File: src/rtl/vote_session_ctrl.sv
`default_nettype none
// ============================================================================
//  Module      : vote_session_ctrl
//  Description : Session controller for the seven-judge majority vote.
//                A start pulse opens a collection window. The first vote
//                from each judge is latched. The window closes when all
//                seven judges have voted, or when TIMEOUT_CYC cycles have
//                elapsed. The yes votes are then tallied against THRESHOLD,
//                and the result is held until clear (or a new start).
//                A judge that never votes counts as "no".
//  Ports       :
//      clk        - system clock, rising edge
//      rst        - asynchronous active-high reset
//      start      - one-cycle pulse; opens a session (IDLE or RESULT)
//      clear      - one-cycle pulse; RESULT -> IDLE
//      vote_en    - bit i: judge i presents a vote this cycle
//      vote_val   - bit i: judge i's vote value (1 = yes)
//      busy       - high in COLLECT or TALLY
//      done       - high in RESULT
//      pass       - yes_count >= THRESHOLD (valid while done)
//      yes_count  - number of yes votes (valid while done)
//      voted      - bit i: judge i's vote has been latched this session
//      timed_out  - window closed by timeout with a judge missing
//  Revision    : 1.0 - initial release
// ============================================================================
module vote_session_ctrl #(
    parameter int THRESHOLD   = 4,
    parameter int TIMEOUT_CYC = 1000,
    parameter int TMR_W       = 10
) (
    input  logic       clk,
    input  logic       rst,
    input  logic       start,
    input  logic       clear,
    input  logic [6:0] vote_en,
    input  logic [6:0] vote_val,
    output logic       busy,
    output logic       done,
    output logic       pass,
    output logic [2:0] yes_count,
    output logic [6:0] voted,
    output logic       timed_out
);

    typedef enum logic [1:0] {
        ST_IDLE    = 2'd0,
        ST_COLLECT = 2'd1,
        ST_TALLY   = 2'd2,
        ST_RESULT  = 2'd3
    } state_t;

    localparam logic [TMR_W-1:0] c_TMR_LAST = TMR_W'(TIMEOUT_CYC - 1);
    localparam logic [3:0]       c_THRESH   = 4'(THRESHOLD);
    localparam logic [6:0]       c_ALL      = 7'h7F;

    state_t           r_state;
    logic [6:0]       r_voted;
    logic [6:0]       r_yes;
    logic [TMR_W-1:0] r_timer;
    logic             r_pass;
    logic [2:0]       r_yes_count;
    logic             r_timed_out;

    logic [6:0]       w_new_mask;
    logic [6:0]       w_voted_nxt;
    logic [6:0]       w_yes_nxt;
    logic [2:0]       w_pop;
    logic             w_pass;
    logic             w_exit;

    function automatic logic [2:0] popcount7(input logic [6:0] v);
        logic [2:0] sum;
        sum = 3'd0;
        for (int i = 0; i < 7; i++) begin
            sum = sum + {2'b00, v[i]};
        end
        return sum;
    endfunction

    always_comb begin
        // Only judges that have not yet voted may latch a value.
        w_new_mask  = vote_en & ~r_voted;
        w_voted_nxt = r_voted | w_new_mask;
        w_yes_nxt   = (r_yes & ~w_new_mask) | (vote_val & w_new_mask);
        w_pop       = popcount7(r_yes);
        w_pass      = ({1'b0, w_pop} >= c_THRESH);
        // All-voted uses the registered mask, so the window ends one
        // cycle after the edge that captured the last vote.
        w_exit      = (r_voted == c_ALL) || (r_timer == c_TMR_LAST);
    end

    always_ff @(posedge clk or posedge rst) begin
        if (rst) begin
            r_state     <= ST_IDLE;
            r_voted     <= 7'd0;
            r_yes       <= 7'd0;
            r_timer     <= '0;
            r_pass      <= 1'b0;
            r_yes_count <= 3'd0;
            r_timed_out <= 1'b0;
        end else begin
            case (r_state)
                ST_IDLE: begin
                    if (start) begin
                        r_state     <= ST_COLLECT;
                        r_voted     <= 7'd0;
                        r_yes       <= 7'd0;
                        r_timer     <= '0;
                        r_pass      <= 1'b0;
                        r_yes_count <= 3'd0;
                        r_timed_out <= 1'b0;
                    end
                end
                ST_COLLECT: begin
                    r_voted <= w_voted_nxt;
                    r_yes   <= w_yes_nxt;
                    r_timer <= r_timer + TMR_W'(1);
                    if (w_exit) begin
                        r_state     <= ST_TALLY;
                        // An all-voted exit always leaves the mask full,
                        // so this also covers simultaneous exit causes.
                        r_timed_out <= (w_voted_nxt != c_ALL);
                    end
                end
                ST_TALLY: begin
                    r_yes_count <= w_pop;
                    r_pass      <= w_pass;
                    r_state     <= ST_RESULT;
                end
                ST_RESULT: begin
                    if (start) begin
                        r_state     <= ST_COLLECT;
                        r_voted     <= 7'd0;
                        r_yes       <= 7'd0;
                        r_timer     <= '0;
                        r_pass      <= 1'b0;
                        r_yes_count <= 3'd0;
                        r_timed_out <= 1'b0;
                    end else if (clear) begin
                        r_state     <= ST_IDLE;
                        r_voted     <= 7'd0;
                        r_yes       <= 7'd0;
                        r_timer     <= '0;
                        r_pass      <= 1'b0;
                        r_yes_count <= 3'd0;
                        r_timed_out <= 1'b0;
                    end
                end
                default: begin
                    r_state <= ST_IDLE;
                end
            endcase
        end
    end

    assign busy      = (r_state == ST_COLLECT) || (r_state == ST_TALLY);
    assign done      = (r_state == ST_RESULT);
    assign pass      = r_pass;
    assign yes_count = r_yes_count;
    assign voted     = r_voted;
    assign timed_out = r_timed_out;

endmodule
`default_nettype wire

File: config.mk
export PLATFORM = sky130hd
export DESIGN_NAME = vote_session_ctrl
export DESIGN_NICKNAME = d
export VERILOG_FILES = /design/src/rtl/vote_session_ctrl.sv
export SDC_FILE = /design/constraint.sdc
export NUM_CORES = 1
export LEC_CHECK = 0
export CORE_ASPECT_RATIO = 1.25
export CORE_MARGIN = 2
export CORE_UTILIZATION = 51
export CTS_CLUSTER_DIAMETER = 150
export DETAILED_ROUTE_END_ITERATION = 8
export GPL_TIMING_DRIVEN = 0
export PLACE_DENSITY = 0.86
export RECOVER_POWER = 50
export SETUP_SLACK_MARGIN = 0.5
export SYNTH_ARGS = -nofsm -noshare
export SYNTH_HDL_FRONTEND = slang
export SYNTH_SLANG_ARGS = --single-unit
File: constraint.sdc
create_clock -name clk -period 3.8 [get_ports clk]
set_clock_uncertainty 0.2 [all_clocks]
set_input_delay 1.14 -clock clk [delete_from_list [all_inputs] [get_ports clk]]
set_output_delay 1.14 -clock clk [all_outputs]
set_load 0.05 [all_outputs]
**Yosys cells after proc, flatten, opt, wreduce, memory -nomap -nowiden**

Cells that the tools add are included.
W data, S select, Z words.

- Output and inout bits: 14
- Bits of input ports: 18
- Register bits after elaboration: 31
- Logic and storage cells: 64

- Reduce and logical (&&, ||, !) cells: 9
- Bitwise gates (word level): 7
- Equal/unequal tests: 9
- Muxes and demuxes: 24
- Add/sub/neg operators: 7
- $lt $le $gt $ge: 1

Operator list:

| cell | count |
|---|---|
| $pmux W7 S3 | 2 |
| $mux W10 | 3 |
| $pmux W10 S3 | 1 |
| $and A7 B7 Y7 | 3 |
| $mux W7 | 3 |
| $not A7 Y7 | 2 |
| $or A7 B7 Y7 | 2 |
| $add A3 B1 Y3 | 4 |
| $add A10 B1 Y10 const B | 1 |
| $eq A10 B10 Y1 const B | 1 |
| $mux W3 | 3 |
| $pmux W3 S3 | 1 |
| $reduce_and A3 Y1 | 3 |
| $mux W2 | 4 |
| $pmux W2 S4 | 1 |
| $eq A7 B7 Y1 const B | 1 |
| $ne A7 B7 Y1 const B | 1 |
| $pmux W1 S3 | 2 |
| $reduce_bool A3 Y1 | 2 |
| $eq A2 B2 Y1 const B | 2 |
| $mux W1 | 4 |
| $ne A2 B2 Y1 const B | 2 |
| $reduce_and A4 Y1 | 1 |
| $add A2 B1 Y3 | 1 |
| other kinds (6) | 7 |

**Longest topological paths before layout**

- Depth in word-level cells: 8
- Gate-level depth with buffers: 8
- Mapped depth without buffers: 8

**Worst setup path before layout**

Ideal clock, no wire load.

- Path kind: register to register
- Start point: register r_yes[0]
- End point: register r_yes_count[1] (netlist: yes_count[1])
- Arrival time: 2.336 ns
- Slack: 1.135 ns
- Period minus slack after synthesis: 2.665 ns
- Stages on the path, launching flop included: 9
- Buffers on the path: 0
- Setup time: 0.129 ns
- Data required time: 3.471 ns
- Cell sequence: dfrtp_1 fa_1 inv_1 fa_1 fa_1 inv_1 fa_1 nand2_1 o21ai_0

- Word-level cells in the longest chain between the ends: 7

Ends and longest elaborated chain:

| what | line | text |
|---|---|---|
| start, declared | 58 | `logic [6:0] r_yes;` |
| start signal, assigned | 116 | `r_yes <= w_yes_nxt;` |
| $add A1 B1 Y2 | 75 | `sum = sum + {2'b00, v[i]};` |
| $add A2 B1 Y3 | 75 |  |
| $add A3 B1 Y3 (4 in a row) | 75 |  |
| $pmux W3 S3 | 102 | `case (r_state)` |
| end signal, assigned | 126 | `r_yes_count <= w_pop;` |
| end, declared | 61 | `logic [2:0] r_yes_count;` |

Every way passes these cells.
A chain may end at the register's enable or synchronous reset.

**Worst setup path in the final report**

- Start point: register r_state[1]
- End point: output done

- Word-level cells in the longest chain between the ends: 1

Ends and longest elaborated chain:

| what | line | text |
|---|---|---|
| start, declared | 56 | `state_t r_state;` |
| start signal, assigned | 94 | `r_state <= ST_IDLE;` |
| start signal, assigned | 105 | `r_state <= ST_COLLECT;` |
| start signal, assigned | 119 | `r_state <= ST_TALLY;` |
| $eq A2 B2 Y1 | 157 | `assign done = (r_state == ST_RESULT);` |
| end, declared | 38 | `output logic done,` |

Every way passes these cells.

==> flow_metrics.py <==
metrics = {
    "critical_path": {
        "crit_fanout": 5,
        "setup.worst_path.class": "register to primary output",
        "cp-start-kind": "register",
        "crit_arrival_ns": 1.73,
        "setup.worst_path.end_class": "primary output",
        "reg2regPathDepth": 8,
        "required_ns": 2.46,
    },
    "cells_and_area": {
        "seq_area_um2": 751,
        "drive_above_1_share_pct": 8.68,
        "area_growth_pct": 27.0,
        "diodes": 0,
        "multiInputGateArea_um2": 846,
        "finalInstanceArea_um2": 2140,
        "n_fill_cell": 256,
        "nets": 245,
    },
    "clock_network": {
        "cts.repair.resized": 0,
        "postCtsHoldBufs": 0,
        "clk_pin_slew_worst_paths_ns": 0.06,
        "clock_latency_ns": 0.28,
        "clockBufferDepth": 2,
        "htreeDepth": 2,
        "cts_tree": "done",
        "cts_buffers": 5,
        "cts_setup_buffers": 0,
        "root_buffer": "clkbuf_8",
        "clock-sinks": 30,
    },
    "pwr": {
        "switching_share_pct": 47.4,
        "pwr-share-seq_pct": 29.4,
        "intPower_w": 0.000904,
        "p_sw_w": 0.000813,
        "p_per_area_nw_per_um2": 802,
        "power.leakage_nw": 0.945,
        "ir_worst_vdd_uv": 511,
        "p_clk_share_pct": 15.4,
        "share_comb_of_total_power_pct": 55.2,
    },
    "route": {
        "via_per_inst": 5.84,
        "drt-total-wl_mm": 3.81,
        "drt_iter0_markers": 78,
        "via_count": 1494,
        "drtAntennaViolNets": 0,
        "first_pass_iters": 4,
        "routedWlPerCell_um": 14.9,
        "drc": 0,
    },
    "yosys": {
        "synth_top_family_by_area": "compound AO/OA/AOI/OAI gates",
        "synth_nets": 207,
        "synthSimpleGateAreaFrac_pct": 17.6,
        "synth-seq-cells": 30,
        "syn_avg_cell_area_um2": 9.37,
        "syn_inst": 180,
        "synthArstFlopShare_pct": 100,
        "syn-cell-area_um2": 1690,
        "synthDistinctLibCells": 37,
        "synthXorXnorAreaFrac_pct": 0,
        "synthMuxAreaShare_pct": 1.93,
        "ys_seq_area_share_pct": 44.5,
        "synth-compound-area-share_pct": 21.9,
        "synth_warnings": 0,
        "synthAdderAreaFrac_pct": 8.46,
        "synth_edf_count": 0,
        "synth_flop_cell": "dfrtp_1",
    },
    "hold_path": {
        "worstHoldPathCells": 1,
        "hp-class": "register to register",
    },
    "sta": {
        "fmax_mhz": 326,
        "slew_viol_final": 0,
        "maxSlewHeadroom_pct": 24.8,
        "timing.setup.tns_ns": 0,
        "hold_viol_final": 0,
        "setup_viol": 0,
        "rsz0062_at_grt": "no",
        "post-route-min-period_ns": 3.07,
        "fin_crit_sh_pct": 80.8,
        "tightest_slew_ns": 1.13,
    },
    "status": {
        "status": "complete, no violations",
    },
    "die": {
        "dieArea_um2": 3790,
        "io_pins": 32,
        "die_w_um": 55.4,
        "core-area_um2": 3190,
        "die_y_um": 68.3,
        "num_rows": 23,
        "floorplan.initialDensity_pct": 52.8,
    },
    "place": {
        "dp_hpwl_mm": 2.69,
        "place_area_um2": 2040,
        "place_congestion": 0.782,
        "portBuffers": 31,
    },
    "global_route": {
        "grt_max_degree": 31,
        "grt_use_total_pct": 21.1,
        "grt_pass1_wl_mm": 6.04,
        "grt_pass1_vias": 1350,
        "antenna_found_initial": 0,
        "grt_overflow_total": 0,
    },
    "job": {
        "max_cap_violations": 0,
    },
}
==> final timing paths <==
kind                         startpoint      endpoint  slack (ns)
max                          r_state[1]          done        0.73
min                        yes_count[0]  yes_count[0]        0.30
max reg2reg                    r_yes[0]  yes_count[1]        0.99
min reg2reg                yes_count[0]  yes_count[0]        0.30
max in group asynchronous           rst    r_timer[3]        1.34
min in group asynchronous           rst      r_yes[6]        1.38
==> cell usage in the layout, fill, tap and decap left out, types with 3 or more instances in the layout <==
cell type	synthesis	layout
a22o_1	7	7
nor2_1	15	15
clkbuf_8	0	6
a21oi_1	12	12
dfrtp_1	30	30
ha_1	5	5
nor2b_1	6	6
nand3_1	4	4
o31ai_1	5	5
nand2_1	12	12
clkbuf_1	5	6
clkdlybuf4s50_1	0	25
fa_1	4	4
nand3b_1	3	3
dlygate4sd3_1	0	5
o22ai_1	3	3
a31o_2	4	4
inv_1	17	17
o21ai_0	17	17
==> sequential cells by signal (all words and copies together) (netlist names) <==
name,cells
r_state,2
pass,1
timed_out,1
r_timer,10
voted,7
r_yes,7
yes_count,2
==> metrics by stage <==
stage	utilization, %	cells	setup WS (ns)	total power [W]	hold WS (ns)
floorplan	-	180	1.13	0.00117	0.266
global placement	64.0	248	0.389	0.00143	0.282
detailed placement	64.0	248	0.418	0.00146	0.296
CTS	66.8	256	0.569	0.00173	0.310
global route	67.1	256	0.578	0.00184	0.330
finish	67.1	256	0.729	0.00172	0.300
==> power groups by stage <==
stage / sequential [W] / combinational [W] / clock, W
after floorplan: 0.000626 / 0.000549 / 0
after global placement: 0.000500 / 0.000929 / 0
after CTS: 0.000504 / 0.000959 / 0.000268
after global routing: 0.000520 / 0.00104 / 0.000284
after detailed placement: 0.000505 / 0.000952 / 0
final: 0.000505 / 0.000948 / 0.000264
==> per-layer routing <==
layer	share of wire (%)	vias to the layer above	track usage, %
li1	-	717	-
met1	44	719	26.5
met2	49	48	34.4
met3	4.3	10	5.29
met4	2.6	0	10.4
met5	0	-	0
==> worst max-delay path: stages, from the launching register on <==
cell             delay, ns
dfrtp_1               0.40
ha_1                  0.23
clkdlybuf4s50_1       0.81
==> Yosys cell counts, drive strengths merged (3+ instances only) <==
cell	count	share of area, %
dfrtp	30	45
inv	17	3.8
o21ai	17	5.0
nor2	16	3.7
a21oi	12	3.6
nand2	12	2.7
a22o	7	3.6
nor2b	6	2.2
clkbuf	5	1.1
ha	5	3.7
o31ai	5	2.2
a31o	4	2.1
fa	4	4.7
nand3	4	1.2
nand3b	3	1.3
o22ai	3	1.1
==> layout make-up <==
type / count / area share (%)
tap: 37 / 2.16
clock inverter: 1 / 0.234
inverter: 17 / 2.98
clock buffer: 7 / 4.03
sequential: 30 / 35.0
multi-input combinational: 126 / 39.5
buffer: 7 / 1.46
timing repair buffer: 31 / 14.6
==> logic make-up (layout without fill, tap and decap cells) <==
group | after synthesis | count (layout)
buffers and inverters | 24 | 63
AO/OA/AOI/OAI | 57 | 57
multiplexers | 3 | 3
flip-flops | 30 | 30
AND/OR/NAND/NOR | 57 | 57
adder cells (fa/ha/maj) | 9 | 9
(Power assumes the default switching activity.)
==> RTL change, RTL diff (config.mk and constraints unchanged) <==
Reset style: synchronous (`rst`), changed in one clocked block. Comments in the files are not updated.
--- a/src/rtl/vote_session_ctrl.sv
+++ b/src/rtl/vote_session_ctrl.sv
@@ -91,3 +91,3 @@
 
-    always_ff @(posedge clk or posedge rst) begin
+    always_ff @(posedge clk) begin
         if (rst) begin
Behaviour: differs if rst is asserted again (counterexample within 4 cycles, from zero or initial values and one cycle with rst high); with rst held inactive, the same outputs for 10 cycles.
==> RTL change against the unedited design <==
- routed wire length shrank 8.2%
- sequential cell count did not move
- cell count decreased by 3.9%
- total power is 24% lower
- setup slack worse by 120 ps
- worst hold slack worse by 4.6 ps
- synthesized area decreased by 8.8%
- critical path type is now input port to flop
- final area decreased by 9.8%
- critical endpoint is now r_timer[0]
==> RTL change: results <==
group,metric,value,unit
clock_tree,root_buffer,"clkbuf_4",
logic_synthesis,ys.flop_type,"dfxtp_1",
cells_and_area,drive_gt1_share,6.67,%
power,clkPwrFrac,15.9,%
critical_path,crit_fanout,10,
place,place.gp.congestion,0.784,
global_route,grt_pass1_wl,6040,µm
cells_and_area,finish.net_count,236,
power,ir_worst_vdd,0.401,mV
place,hpwl,2720,µm
routing,highest_layer,"met4",
cells_and_area,fill_cells,252,
status,status,"finished clean",
logic_synthesis,synth.distinct_cells,35,
logic_synthesis,yosysSeqAreaShare,39.1,%
clock_tree,worst_skew_pair.late_latency,340,ps
logic_synthesis,synth_common_cells,"dfxtp_1 (30), nor2_1 (21), inv_1 (19), a21oi_1 (11), nand2_1 (10)",
sta,max_slew.worst_pin.slew,777,ps
logic_synthesis,syn_inst,171,
logic_synthesis,synth_nets,198,
routing,dr_wl_met2,1820,µm
power,power.switching,0.606,mW
global_route,grt_max_degree,11,
power,p_total,1.30,mW
place,dpl_worst_slack,664,ps
routing,vias,1362,
global_route,met3_usage,8.41,%
global_route,gr-usage-all-layers,24.0,%
cells_and_area,largest_reg_flops,10,
global_route,grt_pass1_vias,1383,
routing,wl_per_cell,14.2,µm
cells_and_area,instances_no_fill,246,
routing,wl_met3,200,µm
global_route,use_met1,26.9,%
logic_synthesis,yosys-top-cells-area,"dfxtp_1 (39%), mux2i_1 (5.9%), fa_1 (5.2%), nor2_1 (5.1%), inv_1 (4.6%)",
place,place_area,1890,µm²
logic_synthesis,synthArstFlopShare,0,%
power,p_leak,0.702,nW
global_route,use_met2,40.6,%
routing,drt_iter0_drc,48,
critical_path,critPathMaxStageDelay,520,ps
power,comb_power,0.666,mW
## RTL change: kinds of logic after synthesis
kind of cell,Yosys count,share of synthesized area [%]
simple gates,61,21.2
flops,30,39.1
compound gates,27,12.6
buf+inv,26,6.75
mux,10,6.59
fa+ha+maj,9,9.28
xor+xnor,8,4.56
## RTL change: repair_timing
item	in CTS	in global routing
setup endpoints to repair	1	0
buffers inserted	0	0
resized for setup	1	0
## RTL change: worst paths after layout
path	start	endpoint	slack (ps)	cells past startpoint
max	clear	r_timer[0]	610	7
max reg2reg	r_yes[0]	yes_count[1]	1040	8
min reg2reg	yes_count[1]	yes_count[1]	300	2
min	yes_count[1]	yes_count[1]	300	2
## RTL change: final cells by class
class                      count  area (µm²)  area share, %
multi-input combinational    115         811           42.0
sequential                    30         601           31.1
timing repair buffer          31         309           16.0
inverter                      19        71.3           3.69
clock buffer                   6        51.3           2.66
tap                           36        45.0           2.33
buffer                         7        31.3           1.62
clock inverter                 2        12.5          0.648
